===== config.mk =====
export PLATFORM = sky130hd
export DESIGN_NAME = decode_output_queue
export DESIGN_NICKNAME = d
export VERILOG_FILES = /design/src/rtl/decode_output_queue.sv
export SDC_FILE = /design/constraint.sdc
export NUM_CORES = 1
export LEC_CHECK = 0
export CORE_MARGIN = 2
export CORE_UTILIZATION = 61
export DETAILED_ROUTE_END_ITERATION = 8
export GPL_TIMING_DRIVEN = 0
export HOLD_SLACK_MARGIN = 0.03
export PLACE_DENSITY = 0.86
export REMOVE_ABC_BUFFERS = 1
export SLEW_MARGIN = 20
export SYNTH_ARGS = -nofsm -noshare
export SYNTH_HDL_FRONTEND = slang
export SYNTH_SLANG_ARGS = --single-unit

===== constraint.sdc =====
create_clock -name clk -period 5.09 [get_ports clk]
set_input_delay 1.018 -clock clk [delete_from_list [all_inputs] [get_ports clk]]
set_output_delay 1.018 -clock clk [all_outputs]
set_load 0.005 [all_outputs]

===== src/rtl/decode_output_queue.sv =====
// In-order FIFO between decode and issue, holding register ids and control flags per entry.
// Optional macro DECODE_OUTQ_AUTOSQUASH_EN: popping a squash-after-J/JALR head also drops all younger entries.

module decode_outq_slot #(
  parameter int EW = 20
) (
  input  logic          clk,
  input  logic          rst_n,
  input  logic          we,
  input  logic [EW-1:0] wdata,
  output logic [EW-1:0] rdata
);
  logic [EW-1:0] data_d, data_q;

  always_comb begin
    data_d = data_q;
    if (we) data_d = wdata;
  end

  always_ff @(posedge clk or negedge rst_n) begin
    if (!rst_n) data_q <= '0;
    else        data_q <= data_d;
  end

  assign rdata = data_q;
endmodule

module decode_output_queue #(
  parameter int DEPTH = 4,
  parameter int RD_W  = 6,
  parameter int RS_W  = 5
) (
  input  logic                     clk,
  input  logic                     rst_n,
  input  logic                     in_valid,
  output logic                     in_ready,
  input  logic [RD_W-1:0]          in_reg_rd_id,
  input  logic [RS_W-1:0]          in_rs1_id,
  input  logic [RS_W-1:0]          in_rs2_id,
  input  logic                     in_resolve,
  input  logic                     in_select_target_pc,
  input  logic                     in_squash_after_J,
  input  logic                     in_squash_after_JALR,
  output logic                     out_valid,
  input  logic                     out_ready,
  output logic [RD_W-1:0]          out_reg_rd_id,
  output logic [RS_W-1:0]          out_rs1_id,
  output logic [RS_W-1:0]          out_rs2_id,
  output logic                     out_resolve,
  output logic                     out_select_target_pc,
  output logic                     out_squash_after_J,
  output logic                     out_squash_after_JALR,
  input  logic                     flush,
  output logic [$clog2(DEPTH):0]   count
);
  localparam int PW = $clog2(DEPTH);
  localparam int CW = PW + 1;
  localparam int EW = RD_W + 2*RS_W + 4;

  typedef struct packed {
    logic [RD_W-1:0] rd;
    logic [RS_W-1:0] rs1;
    logic [RS_W-1:0] rs2;
    logic            resolve;
    logic            sel_tpc;
    logic            sq_j;
    logic            sq_jalr;
  } entry_t;

  entry_t                   in_ent, head;
  logic [DEPTH-1:0][EW-1:0] slot_q;
  logic [DEPTH-1:0]         slot_we;
  logic [PW-1:0]            wr_ptr_d, wr_ptr_q, rd_ptr_d, rd_ptr_q;
  logic [CW-1:0]            count_d, count_q;
  logic                     push, pop, squash;

  assign in_ent = {in_reg_rd_id, in_rs1_id, in_rs2_id, in_resolve,
                   in_select_target_pc, in_squash_after_J, in_squash_after_JALR};

  assign in_ready  = (count_q < CW'(DEPTH));
  assign out_valid = (count_q != '0);
  assign push      = in_valid && in_ready;
  assign pop       = out_valid && out_ready;
  assign count     = count_q;

  // Head comes straight from storage; masked so an empty queue shows all-zero fields.
  assign head = out_valid ? entry_t'(slot_q[rd_ptr_q]) : '0;

`ifdef DECODE_OUTQ_AUTOSQUASH_EN
  assign squash = pop && (head.sq_j || head.sq_jalr);
`else
  assign squash = 1'b0;
`endif

  always_comb begin
    wr_ptr_d = wr_ptr_q;
    rd_ptr_d = rd_ptr_q;
    count_d  = count_q;
    slot_we  = '0;
    if (flush || squash) begin
      wr_ptr_d = '0;
      rd_ptr_d = '0;
      count_d  = '0;
    end else begin
      if (push) begin
        slot_we[wr_ptr_q] = 1'b1;
        wr_ptr_d          = wr_ptr_q + PW'(1);
      end
      if (pop) rd_ptr_d = rd_ptr_q + PW'(1);
      case ({push, pop})
        2'b10:   count_d = count_q + CW'(1);
        2'b01:   count_d = count_q - CW'(1);
        default: count_d = count_q;
      endcase
    end
  end

  always_ff @(posedge clk or negedge rst_n) begin
    if (!rst_n) begin
      wr_ptr_q <= '0;
      rd_ptr_q <= '0;
      count_q  <= '0;
    end else begin
      wr_ptr_q <= wr_ptr_d;
      rd_ptr_q <= rd_ptr_d;
      count_q  <= count_d;
    end
  end

  for (genvar gi = 0; gi < DEPTH; gi++) begin : g_slot
    decode_outq_slot #(.EW(EW)) u_slot (
      .clk   (clk),
      .rst_n (rst_n),
      .we    (slot_we[gi]),
      .wdata (in_ent),
      .rdata (slot_q[gi])
    );
  end

  assign out_reg_rd_id         = head.rd;
  assign out_rs1_id            = head.rs1;
  assign out_rs2_id            = head.rs2;
  assign out_resolve           = head.resolve;
  assign out_select_target_pc  = head.sel_tpc;
  assign out_squash_after_J    = head.sq_j;
  assign out_squash_after_JALR = head.sq_jalr;
endmodule


==> results summary <==
For this run, design rule violations remaining after detail routing come to 0. The vertical die dimension came out at about 91 um. The maximum buffer depth of the clock tree is 2. Setup repair after global routing left no endpoint under its margin.

A synthesized cell averages between 15 and 20 sq um. The clock drives 87 sinks. The count of buffers from port buffering came out at 49.

The final number of max-transition violations is 0. The insertion delay of the later-clocked pin in the worst-skew pair is 350 ps. The worst setup path is captured at an output pin. The required time of the worst setup path is a little over 4000 ps. The routed layout has 2394 vias. The final cell area excluding filler cells came out at 0.005231 sq mm. The global-route wire length before repair came out at around 14 mm. The root buffer cell chosen for the clock tree is sky130_fd_sc_hd__clkbuf_8. The final setup violation count came out at 0.

Clock-pin slew was measured on the worst setup and hold paths at about 90 ps. The ratio of cells with drive above 1 in the final layout came out at between 30% and 40%. The cell area after technology mapping is ~0.0046 sq mm. The final period demand of the worst path came out at about 3700 ps.

The number of iterations in the first detailed-routing pass came out at 4. After synthesis the netlist holds a flip-flop and latch count of 87. 50 I/O pins were placed. The initial cell density of the core came out at a little over three fifths. The number of placement rows came out at 31. The cell with the largest stage delay on the worst path is sky130_fd_sc_hd__nor3_2. Summed over all cells, the static leakage comes to 2.323 nW. The number of warnings issued by yosys came out at 0. The quantity of hold-fixing buffers added after cts is 0. The via count of the first global-routing pass came out at between 2000 and 3000. The floorplan die width came out at between 90 and 100 um. The vias per cell came out at between 5 and 6.

Routability-driven placement finished with a final weighted congestion of between 0.7 and 0.8. The largest incremental delay on the critical path came out at 730 ps. The highest clock frequency the design can meet is ~270 MHz.

The number of antenna violations at the first check in global routing came to 0. The total routing resource utilization after global routing came out at between 20% and 30%. The floorplan step defined a die boundary enclosing roughly 0.0083 sq mm.

The instance area at placement came out at slightly above 0.005 sq mm. The tightest min-delay check is of the reg2reg type. The area added between synthesis and finish came out at 13.58%. Dividing total power by cell area gives a power density of between 400 and 500 mW/mm^2. The count of different cell masters after synthesis is 38. The number of max-capacitance violations reported is 0.

The fraction of the yosys area taken by sequential cells came out at between 40% and 50%. Of all nets on the critical path, the largest fanout is 12. The net total in the final layout came out at approximately 350. The CTS H-tree depth came out at 3. The largest voltage drop on the vdd net is between 0.2 and 0.25 mV.

The tightest hold path in the finished design has a slack of 505.8 ps. The critical path in this run is classified as reg2out. The clock arrives with approximately 8.5 ps of skew. The final antenna-violating net count came out at 0. The relative slew slack came out at ~30%.

The half-perimeter wire length after detailed placement came out at around 5 mm. The number of clock buffers added by TritonCTS is 9. The smallest setup slack after layout is roughly 1400 ps. Entering global routing, the biggest net connects between 60 and 70 pins. Synthesis handed over a netlist of ~270 instances.

The total core area came out at 0.007292 sq mm. The overall power consumption is 2.351 mW. The accumulated negative setup slack is 0 ps. Dividing the detail-routed wire length by the instance count gives 19.61 um. The overall routed net length is 8.254 mm. The number of post-CTS setup repair buffers came out at 0. The antenna diode instance count came out at 0. The run finished with clean final reports. The period utilization came out at 71.80%.

The post-cts gate resize count came out at 0. The worst slack after detailed placement is roughly 1800 ps. The clock tree from TritonCTS is done. Traced cell by cell, the critical path runs through nor3_2, buf_4, and2b_1, clkdlybuf4s50_1. The detailed router's first-iteration violation count is 92. At the pin with the least slew margin, the transition time is around 1000 ps.

The data arrival time of the critical path came out at about 2600 ps. The final-report hold violation count is 0. Global routing finished with a remaining overflow of 0. The element type at the critical path start is a flip-flop.
==> cells by family (layout without fill, tap and decap cells) <==
logic type	count (synthesis)	in the layout	share of synthesized area, %
fa+ha+maj	5	5	1.521
compound gates	13	13	2.364
mux	100	100	36.67
simple gates	42	42	6.167
xor+xnor	4	4	0.7608
flops	87	87	47.27
buf+inv	22	71	5.243
==> per-stage QoR <==
step	util [%]	instances
global placement	68.48	403
CTS	71.74	421
floorplan	-	255
global route	71.74	421
finish	71.74	421
detailed placement	69.01	405
==> registers in the layout (all words and copies together), names as in the netlist <==
name	count
g_slot.u_slot.rdata	80
rd_ptr_q	2
count	3
wr_ptr_q	2
==> synthesized netlist by cell type (all sizes together) <==
master   n  share of area, %
nor2b    7              0.95
or4      1              0.16
fa       1              0.43
nor3     1              0.11
o211a    1              0.22
o31ai    1              0.46
nor3b    1              0.41
ha       4               1.1
and2     4              0.76
a31oi    1              0.14
inv      4              0.33
and2b   14               2.3
clkbuf   5              0.43
nand3b   1              0.16
a32oi    1              0.19
buf     13               4.5
o221ai   1              0.19
nand2b   1              0.14
o21ai    1              0.11
xnor2    1              0.19
o311ai   1              0.19
mux2    80                26
dfrtp   87                47
mux4    20                11
and3b    1              0.19
nand2    4              0.33
a21boi   1              0.16
or2b     1              0.16
a21oi    3              0.33
xor2     3              0.57
nor2     6              0.49
a21o     2              0.38
==> critical path, delay by kind of cell, from the launching register on <==
family	cells	cell delay, ps
buffers and inverters	2	780
AND/OR/NAND/NOR	2	950
flip-flops	1	550
==> final cells by class <==
type | instances | area, sq um
multi-input cells | 164 | 2192
flip-flops and latches | 87 | 2178
fillers | 491 | 2061
repair buffers | 51 | 523.0
clock buffers | 11 | 141.4
well taps | 99 | 123.9
clock inverters | 5 | 57.56
inverters | 4 | 15.01
==> cell usage in the layout, fill, tap and decap left out, drive strengths merged, types with 6 or more instances in the layout <==
cell type and count:
nor2b 7, dfrtp 87, nor2 6, clkdlybuf4s50 48
mux2 80, mux4 20, and2b 14, clkbuf 11
==> report_power, final <==
part	leakage, nW	switching (mW)	internal, mW
sequential	1.10	0.165	0.938
clock	0.0916	0.241	0.240
combinational	1.14	0.197	0.570
==> path summary, 6_finish.rpt <==
kind	from	endpoint	slack [ps]	cells after the start
max reg2reg	count[2]	count[2]	2940	5
max	count[2]	out_rs1_id[1]	1440	4
min in group asynchronous	rst_n	g_slot[1].u_slot.rdata[2]	570	1
min	g_slot[1].u_slot.rdata[4]	g_slot[1].u_slot.rdata[4]	510	1
max in group asynchronous	rst_n	rd_ptr_q[0]	3900	2
min reg2reg	g_slot[1].u_slot.rdata[4]	g_slot[1].u_slot.rdata[4]	510	1
==> routing by layer <==
metal	share of wire, %	up-vias	global-route usage, %
met2	47	52	33.64
met4	1.6	0	7.449
met5	0	-	0
met3	3.4	13	3.673
met1	48	1255	31.78
li1	-	1074	-
Power figures use the tool's default switching activity.
